===== src/rtl/twiddle_addr_gen_pkg.sv =====
// ---------------------------------------------------------------------------
// twiddle_addr_gen_pkg
// Shared definitions for the twiddle address generator and the FFT control
// FSM: sequencer state encoding, default transform geometry and the derived
// widths that both sides agree on.
// ---------------------------------------------------------------------------
package twiddle_addr_gen_pkg;

    // Default transform geometry (1024-point radix-2 DIT)
    localparam int FFT_N     = 1024;
    localparam int FFT_LOG2N = 10;

    // Number of butterflies per stage, which is also the twiddle ROM depth
    localparam int HALF_N  = FFT_N / 2;
    // Width of a stage index
    localparam int STAGE_W = $clog2(FFT_LOG2N);

    // Sequencer states
    typedef enum logic [1:0] {
        IDLE  = 2'd0,
        RUN   = 2'd1,
        DRAIN = 2'd2
    } state_t;

endpackage


===== src/rtl/twiddle_index_calc.sv =====
// ---------------------------------------------------------------------------
// twiddle_index_calc
// Combinational twiddle index for radix-2 DIT:
//     k = (j mod 2^s) << (LOG2N-1-s)
// built from a mask and a shifter so no multiplier is needed.
//
// Ports:
//   s  in   stage index, 0..LOG2N-1
//   j  in   butterfly index within the stage, 0..N/2-1
//   k  out  twiddle ROM index, always < N/2
// ---------------------------------------------------------------------------
module twiddle_index_calc
    import twiddle_addr_gen_pkg::*;
#(
    parameter int LOG2N = FFT_LOG2N,
    parameter int S_W   = $clog2(LOG2N)
) (
    input  logic [S_W-1:0]   s,
    input  logic [LOG2N-2:0] j,
    output logic [LOG2N-2:0] k
);

    localparam int J_W = LOG2N - 1;

    logic [J_W-1:0] mask;
    logic [S_W-1:0] shamt;

    // mask keeps the low s bits of j (j mod 2^s); shifting a full-ones
    // vector left by s clears exactly those bits before inversion. The
    // kept bits are then moved up so that k spans the full ROM range in
    // the last stage and collapses to 0 in the first.
    always_comb begin
        mask  = ~({J_W{1'b1}} << s);
        shamt = S_W'(J_W) - s;
        k     = (j & mask) << shamt;
    end

endmodule


===== src/rtl/twiddle_addr_gen.sv =====
// ---------------------------------------------------------------------------
// twiddle_addr_gen
// Walks all LOG2N stages x N/2 butterflies of a radix-2 DIT FFT, drives the
// twiddle ROM address for each butterfly and raises tw_valid in the cycle
// the ROM's registered W_re/W_im output holds that twiddle.
//
// Ports:
//   clk       in   system clock, rising edge
//   rst_n     in   asynchronous active-low reset
//   start     in   one-cycle pulse, starts a transform when idle
//   ready     in   butterfly datapath accepts a twiddle this cycle
//   address   out  twiddle ROM read address
//   tw_valid  out  ROM output is a new, valid twiddle this cycle
//   stage_o   out  stage index aligned with tw_valid
//   bfly_o    out  butterfly index aligned with tw_valid
//   busy      out  sequence in progress (RUN or DRAIN)
//   done      out  one-cycle pulse after the last twiddle is presented
// ---------------------------------------------------------------------------
module twiddle_addr_gen
    import twiddle_addr_gen_pkg::*;
#(
    parameter int N      = FFT_N,
    parameter int LOG2N  = FFT_LOG2N,
    parameter int ADDR_W = 16
) (
    input  logic                     clk,
    input  logic                     rst_n,
    input  logic                     start,
    input  logic                     ready,
    output logic [ADDR_W-1:0]        address,
    output logic                     tw_valid,
    output logic [$clog2(LOG2N)-1:0] stage_o,
    output logic [LOG2N-2:0]         bfly_o,
    output logic                     busy,
    output logic                     done
);

    localparam int S_W = $clog2(LOG2N);
    localparam int J_W = LOG2N - 1;

    localparam logic [S_W-1:0] S_LAST = S_W'(LOG2N - 1);
    localparam logic [J_W-1:0] J_LAST = J_W'(N / 2 - 1);

    state_t         state;
    logic [S_W-1:0] s;
    logic [J_W-1:0] j;
    logic [J_W-1:0] k;

    logic           issue;
    logic           last_issue;

    // First alignment stage, parallel to the address register
    logic           iss_d1;
    logic [S_W-1:0] s_d1;
    logic [J_W-1:0] j_d1;

    assign issue      = (state == RUN) && ready;
    assign last_issue = issue && (s == S_LAST) && (j == J_LAST);

    twiddle_index_calc #(
        .LOG2N (LOG2N),
        .S_W   (S_W)
    ) u_index_calc (
        .s (s),
        .j (j),
        .k (k)
    );

    // Sequencer: owns the stage/butterfly counters, the ROM address and the
    // busy/done handshake with the FFT control. A stalled RUN cycle changes
    // nothing, so the ROM keeps re-reading the same address.
    // DRAIN leaves once the final issue has moved past the first alignment
    // register; that edge loads the last tw_valid, so done lands in the
    // cycle right after it. done is high while already in IDLE, hence the
    // explicit guard that ignores a start arriving alongside it.
    always_ff @(posedge clk or negedge rst_n) begin
        if (!rst_n) begin
            state   <= IDLE;
            s       <= '0;
            j       <= '0;
            address <= '0;
            busy    <= 1'b0;
            done    <= 1'b0;
        end else begin
            done <= 1'b0;
            case (state)
                IDLE: begin
                    if (start && !done) begin
                        state <= RUN;
                        s     <= '0;
                        j     <= '0;
                        busy  <= 1'b1;
                    end
                end
                RUN: begin
                    if (issue) begin
                        address <= ADDR_W'(k);
                        if (last_issue) begin
                            state <= DRAIN;
                            s     <= '0;
                            j     <= '0;
                        end else if (j == J_LAST) begin
                            j <= '0;
                            s <= s + S_W'(1);
                        end else begin
                            j <= j + J_W'(1);
                        end
                    end
                end
                DRAIN: begin
                    if (!iss_d1) begin
                        state <= IDLE;
                        busy  <= 1'b0;
                        done  <= 1'b1;
                    end
                end
                default: begin
                    state <= IDLE;
                    busy  <= 1'b0;
                end
            endcase
        end
    end

    // Two-register alignment of the issue strobe and its indices: the first
    // register matches the address register, the second matches the ROM's
    // output register. Indices are captured only on an issue so the outputs
    // keep describing the most recent twiddle between pulses. Reset clears
    // everything in flight, so no stale tw_valid escapes after it.
    always_ff @(posedge clk or negedge rst_n) begin
        if (!rst_n) begin
            iss_d1   <= 1'b0;
            s_d1     <= '0;
            j_d1     <= '0;
            tw_valid <= 1'b0;
            stage_o  <= '0;
            bfly_o   <= '0;
        end else begin
            iss_d1 <= issue;
            if (issue) begin
                s_d1 <= s;
                j_d1 <= j;
            end
            tw_valid <= iss_d1;
            stage_o  <= s_d1;
            bfly_o   <= j_d1;
        end
    end

endmodule


===== config.mk =====
export PLATFORM = sky130hd
export DESIGN_NAME = twiddle_addr_gen
export DESIGN_NICKNAME = d
export VERILOG_FILES = /design/src/rtl/twiddle_addr_gen_pkg.sv /design/src/rtl/twiddle_index_calc.sv /design/src/rtl/twiddle_addr_gen.sv
export SDC_FILE = /design/constraint.sdc
export NUM_CORES = 1
export LEC_CHECK = 0
export BUFFER_PORTS_ARGS = -buffer_cell sky130_fd_sc_hd__clkbuf_2
export CAP_MARGIN = 20
export CORE_UTILIZATION = 40
export DETAILED_ROUTE_END_ITERATION = 6
export GPL_ROUTABILITY_DRIVEN = 0
export GPL_TIMING_DRIVEN = 0
export MAX_ROUTING_LAYER = met4
export PLACE_DENSITY = 0.64
export SYNTH_ARGS = -nofsm -noshare
export SYNTH_HDL_FRONTEND = slang
export SYNTH_SLANG_ARGS = --single-unit
export TNS_END_PERCENT = 50

===== constraint.sdc =====
create_clock -name clk -period 2.9 [get_ports clk]
set_clock_uncertainty 0.2 [all_clocks]
set_input_delay 0.435 -clock clk [delete_from_list [all_inputs] [get_ports clk]]
set_output_delay 0.435 -clock clk [all_outputs]
set_load 0.1 [all_outputs]

==> out/results.md, run 1 <==
| Stage | Item | Value |
| --- | --- | --- |
| cts | Post_cts resized | 0 |
| place | Standard cell area after detailed placement | 2880 µm² |
| cts | Skew-Pair Late Insertion Delay | 0.31 ns |
| worst setup path | Largest fanout on the critical path | 10 |
| yosys | Average size of a mapped cell | 9.81 µm² |
| status | Outcome | completed |
| yosys | Cell count after synthesis | 265 |
| yosys | Cell Area, Synth | 2600 µm² |
| route | WL final | 5470 µm |
| yosys | Synthesis-stage register bit count | 54 |
| cts | CTS tree | done |
| worst setup path | Type of element launching the critical path | flop |
| timing | Fin Setup TNS | 0 ns |
| place | Port Buffer Count | 28 |
| floorplanning | Starting utilization of the core area | 0.412 |
| route | Avg Vias per Cell | 5.20 |
| power and ir drop | P per Cell Area | 803 nW/µm² |
| yosys | Library cell occupying the most area in the post-synthesis netlist | sky130_fd_sc_hd__dfrtp_1 |
| timing | Setup repair after global routing missed its margin | no |
| global route | GRT Total Usage | 0.186 |
| floorplanning | Die width | 82.6 µm |
| worst setup path | Biggest cell delay along the critical path | 0.47 ns |
| timing | Fmax | 394 MHz |
| timing | Share of the clock period used by the worst path after layout | 0.874 |
| route | Routed vias | 2008 |
| route | DRC violation total after the first TritonRoute iteration | 112 |
| global route | Largest net degree at the start of global routing | 29 |
| worst setup path | Crit path DAT | 2.55 ns |
| yosys | Share of the synthesized area in the top cell type | 0.520 |
| worst setup path | Type of element capturing the critical path | flop |
| route | Antenna viol nets, final | 0 |
| yosys | Number of unique standard cell types used by synthesis | 46 |
| yosys | Number of enable flip-flop cells after synthesis | 0 |
| floorplanning | Die Ht | 82.6 µm |
| global route | Number of global-route vias before repair | 1895 |
| yosys | Leading cell types by total area after synthesis | sky130_fd_sc_hd__dfrtp_1, sky130_fd_sc_hd__nand2_1, sky130_fd_sc_hd__ha_1 |
| worst hold path | Hold path startpoint | s_d1[2] |
| power and ir drop | Net switching fraction of the power | 0.447 |
| yosys | Share of async-settable or async-resettable flops after synthesis | 1.00 |
| timing | Endpoints failing hold | 0 |
| cells and area | Share of final-layout standard cells stronger than drive strength 1 | 0.201 |
| place | Post-DP HPWL | 3990 µm |
| power and ir drop | Clock network fraction of design power | 0.218 |
| cts | Num CTS Buffers | 5 |
| worst setup path | Category of cells accounting for the largest share of critical-path delay | compound AO/OA/AOI/OAI gates |
| worst setup path | Critical path required time | 2.92 ns |
| cts | Clock Pin Slew Worst Setup and Hold Paths | 0.11 ns |
| cts | Clock tree sinks | 54 |
| timing | Slew at the pin with the worst max-slew slack | 0.683 ns |
| floorplanning | Die ar. | 6830 µm² |
| yosys | Count of yosys warnings during synthesis | 0 |
| timing | Final setup viols | 0 |
| worst hold path | Hold crit path type | reg -> reg |
| worst setup path | Slowest CP cell | sky130_fd_sc_hd__dfrtp_1 |
| route | Detailed-router iteration count before antenna repair | 4 |
| cts | Bufs on Longest Clock Path | 2 |
| route | DRC violation count after routing | 0 |
| power and ir drop | Internal Dissipation | 1.34 mW |
| timing | Relative slew margins | 0.544 |
| global route | Global-route wire length before repair | 9220 µm |
| floorplanning | Core outline area | 6310 µm² |
| run | Number of max-cap violations | 0 |
| route | Wire per inst | 14.2 µm |
| cts | H-tree level count | 2 |
| worst setup path | Worst Path Buf+Inv | 1 |
| cells and area | Final #Nets | 322 |
| yosys | Sequential share of the synthesized area | 0.520 |
| power and ir drop | Power, Total | 2.41 mW |
| worst setup path | Cells along the critical path | inv_1 -> ha_1 -> nor3b_1 -> a2bb2oi_1 -> mux2_2 -> o2bb2ai_1 -> a21o_1 |
| cells and area | Count of antenna diodes in the layout | 0 |
| power and ir drop | Switching Power | 1.08 mW |
| power and ir drop | Maximum VDD drop | 0.519 mV |
| cells and area | Area added between synthesis and finish | 15.6% |
| global route | Initial antenna violation count | 0 |
| worst setup path | Type of the worst setup path | reg -> reg |
| power and ir drop | Leakage power total | 1.52 nW |
| power and ir drop | Share of power burned in registers | 0.389 |
| worst setup path | Reg2reg start | s[1] |
| timing | Final critical-path required period | 2.54 ns |
| timing | Count of pins over their slew limit | 0 |
| yosys | Prevailing post-synth register cell | sky130_fd_sc_hd__dfrtp_1 |
| global route | Grt total ovfl | 0 |
| power and ir drop | Combinational share of power | 0.393 |
| cts | Post-CTS setup repair buffer count | 0 |
| cells and area | Finished Cell Area | 3010 µm² |
| cts | Clock tree root driver cell | sky130_fd_sc_hd__clkbuf_8 |
| worst setup path | Crit path launch | s[1] |
| floorplanning | Top-Level Pins | 36 |
| floorplanning | Number of core rows | 29 |
## repair_timing
item	4_1_cts	5_1_grt
hold endpoints to repair	27	0
setup endpoints to repair	0	0
hold buffers	1	0
## placed cells by master, fill, tap and decap left out, types with 3 or more instances in the layout
cell type,synthesis,layout
sky130_fd_sc_hd__conb_1,1,7
sky130_fd_sc_hd__o22ai_1,5,5
sky130_fd_sc_hd__nand2_1,57,57
sky130_fd_sc_hd__nand4_1,4,4
sky130_fd_sc_hd__nand2b_1,6,6
sky130_fd_sc_hd__ha_1,10,10
sky130_fd_sc_hd__nor3_1,4,4
sky130_fd_sc_hd__a21oi_1,4,4
sky130_fd_sc_hd__o21ai_0,6,6
sky130_fd_sc_hd__mux2i_1,3,3
sky130_fd_sc_hd__inv_2,3,3
sky130_fd_sc_hd__buf_4,7,7
sky130_fd_sc_hd__and3_1,3,3
sky130_fd_sc_hd__clkbuf_2,0,28
sky130_fd_sc_hd__nor2b_1,6,6
sky130_fd_sc_hd__dfrtp_1,54,54
sky130_fd_sc_hd__mux2_2,3,3
sky130_fd_sc_hd__clkbuf_1,7,7
sky130_fd_sc_hd__clkbuf_8,0,5
sky130_fd_sc_hd__inv_1,6,6
sky130_fd_sc_hd__a31oi_1,8,8
sky130_fd_sc_hd__o21ai_1,20,20
sky130_fd_sc_hd__nand3_1,6,6
sky130_fd_sc_hd__nor2_1,5,5
sky130_fd_sc_hd__buf_2,5,5
## power by group through the flow
stage	Combinational [mW]	Clock [mW]	Sequential, mW
2_1_floorplan	0.474	0	1.22
3_3_place_gp	0.933	0	0.949
3_5_place_dp	0.943	0	0.955
4_1_cts	0.947	0.537	0.940
5_1_grt	1.03	0.563	0.957
6_report	0.950	0.525	0.939
## layer usage
metal | GRT usage | vias up | wire (µm)
li1 | - | 997 | -
met1 | 0.234 | 965 | 2700
met2 | 0.303 | 40 | 2540
met3 | 0.0374 | 6 | 170
met4 | 0.0569 | 0 | 57
met5 | - | - | 0
## final timing paths
path	end	slack (ns)	depth (start not counted)
max	address[7]	0.36	7
min reg2reg	stage_o[2]	0.18	0
max in group asynchronous	j[0]	1.44	3
max reg2reg	address[7]	0.36	7
min	stage_o[2]	0.18	0
min in group asynchronous	bfly_o[4]	0.48	2
## kinds of logic (layout without fill, tap and decap cells)
group | Yosys count | count (layout) | share of synthesized area
other | 1 | 7 | 0.00144
buffers and inverters | 28 | 66 | 0.0529
AO/OA/AOI/OAI | 64 | 64 | 0.162
multiplexers | 6 | 6 | 0.0245
adder cells (fa/ha/maj) | 10 | 10 | 0.0481
AND/OR/NAND/NOR | 102 | 102 | 0.191
flip-flops | 54 | 54 | 0.520
## registers in the layout (all words and copies together) (netlist names)
signal	cells
done	1
stage_o	4
address	9
s_d1	4
j_d1	9
s	4
state	2
iss_d1	1
tw_valid	1
busy	1
bfly_o	9
j	9
## synthesized netlist by cell type (5+ instances only)
cell type	count
sky130_fd_sc_hd__a31oi_1	8
sky130_fd_sc_hd__buf_2	5
sky130_fd_sc_hd__buf_4	7
sky130_fd_sc_hd__clkbuf_1	7
sky130_fd_sc_hd__dfrtp_1	54
sky130_fd_sc_hd__ha_1	10
sky130_fd_sc_hd__inv_1	6
sky130_fd_sc_hd__nand2_1	57
sky130_fd_sc_hd__nand2b_1	6
sky130_fd_sc_hd__nand3_1	6
sky130_fd_sc_hd__nor2_1	5
sky130_fd_sc_hd__nor2b_1	6
sky130_fd_sc_hd__o21ai_0	6
sky130_fd_sc_hd__o21ai_1	20
sky130_fd_sc_hd__o22ai_1	5
## area by class of cell
type	count	area, µm²
flip-flops and latches	54	1350
repair buffers	30	170
inverters	9	33.8
clock buffers	5	68.8
clock inverters	3	47.5
multi-input cells	189	1130
fillers	613	3310
well taps	77	96.3
plain buffers	19	104
## per-stage QoR
stage / std cells / setup WS [ns] / hold slack [ns] / util
global route: 386 / 0.130 / 0.189 / 0.476
detailed placement: 377 / 0.413 / 0.162 / 0.456
floorplan: 271 / 0.732 / -0.0606 / -
global placement: 376 / 0.430 / 0.157 / 0.453
finish: 386 / 0.364 / 0.180 / 0.476
CTS: 386 / 0.391 / 0.183 / 0.476
Power figures use the tool's default switching activity.
==> inputs of run 2 (changes only) <==
--- a/config.mk
+++ b/config.mk
@@ -5,14 +5,14 @@
 export SDC_FILE = /design/constraint.sdc
 export NUM_CORES = 1
 export LEC_CHECK = 0
-export BUFFER_PORTS_ARGS = -buffer_cell sky130_fd_sc_hd__clkbuf_2
 export CAP_MARGIN = 20
 export CORE_UTILIZATION = 40
 export DETAILED_ROUTE_END_ITERATION = 6
+export DONT_BUFFER_PORTS = 1
 export GPL_ROUTABILITY_DRIVEN = 0
 export GPL_TIMING_DRIVEN = 0
 export MAX_ROUTING_LAYER = met4
-export PLACE_DENSITY = 0.64
+export PLACE_DENSITY = 0.59
 export SYNTH_ARGS = -nofsm -noshare
 export SYNTH_HDL_FRONTEND = slang
 export SYNTH_SLANG_ARGS = --single-unit
==> run 2 against run 1 <==
Power fell by 1.6%. Worst setup slack worse by 0.018 ns. Cell area down 4.4%. Hold slack improved by 0.0054 ns. Final cell count fell by 7.3%. Register-to-register slack got worse by 0.02 ns. Via count shrank 7.6%. Count of clock-buffer cells in the layout stayed put. Global-route usage decreased by 0.26 points. Critical path depth did not move.
==> out/results.md, run 2 (same netlist as run 1, synthesis figures left out) <==
| Stage | Item | Value | Change |
| --- | --- | --- | --- |
| status | Outcome | completed | unchanged |
| power and ir drop | Power, Total | 2.38 mW | was 2.41 mW |
| cells and area | Leading cell type in the layout, fill and taps excluded | sky130_fd_sc_hd__nand2_1 | unchanged |
| cells and area | Count of antenna diodes in the layout | 0 | unchanged |
| floorplanning | Die width | 82.6 µm | unchanged |
| cells and area | Commonest cells after routing, fill and taps aside | sky130_fd_sc_hd__nand2_1, sky130_fd_sc_hd__dfrtp_1, sky130_fd_sc_hd__o21ai_1 | was sky130_fd_sc_hd__nand2_1, sky130_fd_sc_hd__dfrtp_1, sky130_fd_sc_hd__clkbuf_2 |
| cells and area | Area added between synthesis and finish | 10.5% | was 15.6% |
| route | Wire per inst | 15.3 µm | was 14.2 µm |
| power and ir drop | Leakage power total | 1.39 nW | was 1.52 nW |
| route | Detailed-router iteration count before antenna repair | 4 | unchanged |
| power and ir drop | P per Cell Area | 827 nW/µm² | was 803 nW/µm² |
| route | Antenna viol nets, final | 0 | unchanged |
| worst setup path | Largest fanout on the critical path | 10 | unchanged |
| timing | Endpoints failing hold | 0 | unchanged |
| timing | Share of the clock period used by the worst path after layout | 0.881 | was 0.874 |
| worst setup path | Crit path DAT | 2.57 ns | was 2.55 ns |
| route | Routed vias | 1855 | was 2008 |
| timing | Slew at the pin with the worst max-slew slack | 0.946 ns | was 0.683 ns |
| global route | Initial antenna violation count | 0 | unchanged |
| worst hold path | Hold crit path type | reg -> reg | unchanged |
| floorplanning | Top-Level Pins | 36 | unchanged |
| timing | Fin Setup TNS | 0 ns | unchanged |
| worst setup path | Biggest cell delay along the critical path | 0.47 ns | about the same |
| timing | Setup repair after global routing missed its margin | no | unchanged |
| cts | Post_cts resized | 0 | unchanged |
| cts | Clock tree root driver cell | sky130_fd_sc_hd__clkbuf_8 | unchanged |
| cells and area | Final core utilization | 0.455 | was 0.476 |
| worst setup path | Category of cells accounting for the largest share of critical-path delay | compound AO/OA/AOI/OAI gates | unchanged |
| global route | Number of global-route vias before repair | 1824 | was 1895 |
| route | DRC violation count after routing | 0 | unchanged |
| worst setup path | Type of the worst setup path | reg -> reg | unchanged |
| run | Number of max-cap violations | 0 | unchanged |
| worst hold path | Hold Path Stages | 0 | unchanged |
| floorplanning | Die Ht | 82.6 µm | unchanged |
| worst setup path | Type of element capturing the critical path | flop | unchanged |
| worst setup path | Cells along the critical path | inv_1 -> ha_1 -> nor3b_1 -> a2bb2oi_1 -> mux2_2 -> o2bb2ai_1 -> a21o_1 | unchanged |
| timing | Relative slew margins | 0.370 | was 0.544 |
| cells and area | Finished Cell Area | 2870 µm² | was 3010 µm² |
| place | Port Buffer Count | 0 | was 28 |
| global route | Global-route wire length before repair | 9070 µm | was 9220 µm |
| timing | Final critical-path required period | 2.55 ns | was 2.54 ns |
| floorplanning | Die ar. | 6830 µm² | unchanged |
| worst setup path | Worst setup slack for register-to-register paths | 0.35 ns | was 0.36 ns |
| worst setup path | Crit path launch | s[1] | unchanged |
| worst setup path | Critical path required time | 2.91 ns | was 2.92 ns |
| cts | Clock tree sinks | 54 | unchanged |
| cells and area | Share of final-layout standard cells stronger than drive strength 1 | 0.121 | was 0.201 |
| cts | Clock Pin Slew Worst Setup and Hold Paths | 0.11 ns | about the same |
| worst hold path | Hold path startpoint | j_d1[6] | was s_d1[2] |
| global route | Largest net degree at the start of global routing | 55 | was 29 |
| timing | Post-Route Hold Slack | 0.185 ns | was 0.180 ns |
| cts | Bufs on Longest Clock Path | 2 | unchanged |
| place | Standard cell area after detailed placement | 2720 µm² | was 2880 µm² |
| worst setup path | Worst Path Buf+Inv | 1 | unchanged |
| worst setup path | Reg2reg start | s[1] | unchanged |
| power and ir drop | Maximum VDD drop | 0.446 mV | was 0.519 mV |
| cts | Skew-Pair Late Insertion Delay | 0.32 ns | was 0.31 ns |
| route | DRC violation total after the first TritonRoute iteration | 104 | was 112 |
| place | Post-DP HPWL | 3860 µm | was 3990 µm |
| worst setup path | Slowest CP cell | sky130_fd_sc_hd__dfrtp_1 | unchanged |
| worst setup path | Type of element launching the critical path | flop | unchanged |
| cts | H-tree level count | 2 | unchanged |
| global route | GRT Total Usage | 0.184 | was 0.186 |
| route | Avg Vias per Cell | 5.18 | was 5.20 |
| place | Worst slack after detailed placement | 0.410 ns | was 0.413 ns |
| cts | CTS Hold Bufs | 2 | was 1 |
| timing | Count of pins over their slew limit | 0 | unchanged |
| timing | Fmax | 391 MHz | was 394 MHz |
| floorplanning | Core outline area | 6310 µm² | unchanged |
| place | Dpl cells | 348 | was 377 |
| cts | CTS tree | done | unchanged |
| cells and area | Count of placed standard cells in the final layout, fillers left out | 358 | was 386 |
| floorplanning | Number of core rows | 29 | unchanged |
| cts | Post-CTS setup repair buffer count | 0 | unchanged |
| global route | Grt total ovfl | 0 | unchanged |
| worst setup path | Depth of the most critical reg-to-reg path | 7 | unchanged |
| timing | Final worst-path setup slack | 0.346 ns | was 0.364 ns |
| cells and area | Number of fill cells in the layout | 621 | was 613 |
| worst hold path | End point of the most critical hold path | bfly_o[6] | was stage_o[2] |
| timing | Final setup viols | 0 | unchanged |
| floorplanning | Starting utilization of the core area | 0.412 | unchanged |
| cts | Num CTS Buffers | 5 | unchanged |
| worst setup path | Worst flop-to-flop path endpoint | address[7] | unchanged |
| route | WL final | 5470 µm | about the same |
| cells and area | Final #Nets | 294 | was 322 |
[run 2: cell count changes in the layout (fill, tap and decap cells not counted)]
cell,before,now
sky130_fd_sc_hd__clkbuf_2,28,0
sky130_fd_sc_hd__buf_12,1,0
sky130_fd_sc_hd__inv_6,1,0
sky130_fd_sc_hd__clkinvlp_4,0,1
sky130_fd_sc_hd__buf_16,0,1
sky130_fd_sc_hd__inv_8,0,1
sky130_fd_sc_hd__clkinv_4,1,0
[run 2: metal layers]
layer / part of all wire / GRT usage / vias to the layer above
li1: - / - / 934
met5: 0 / - / -
met3: 0.032 / 0.0429 / 6
met2: 0.47 / 0.295 / 37
met1: 0.48 / 0.228 / 878
met4: 0.013 / 0.0603 / 0
[run 2: how the worst max path moves through the flow]
stage / end / slack, ns / cells after the start
2_1_floorplan: j[7] / 0.73 / 5
3_3_place_gp: address[7] / 0.40 / 7
3_5_place_dp: address[7] / 0.41 / 7
4_1_cts: address[7] / 0.37 / 7
5_1_grt: address[7] / 0.19 / 7
6_report: address[7] / 0.35 / 7
[run 2: where the power goes]
part	internal [mW]	total [mW]	switching (mW)
registers	0.844	1.24	0.396
clock network	0.263	0.528	0.265
logic	0.198	0.608	0.410
total	1.30	2.38	1.07
[run 2: final cells by class]
type	count	area, µm²	share of cell area
multi-input combinational	189	1130	0.394
sequential	54	1350	0.470
clock inverter	3	48.8	0.0170
buffer	19	104	0.0361
clock buffer	5	68.8	0.0239
inverter	9	33.8	0.0118
tap	77	96.3	0.0335
timing repair buffer	2	37.5	0.0131
[run 2: worst register-to-register path, cell delays in order (launching register included)]
cell                        delay, ns
sky130_fd_sc_hd__dfrtp_1         0.47
sky130_fd_sc_hd__inv_1           0.29
sky130_fd_sc_hd__ha_1            0.29
sky130_fd_sc_hd__nor3b_1         0.39
sky130_fd_sc_hd__a2bb2oi_1       0.36
sky130_fd_sc_hd__mux2_2          0.23
sky130_fd_sc_hd__o2bb2ai_1       0.07
sky130_fd_sc_hd__a21o_1          0.15
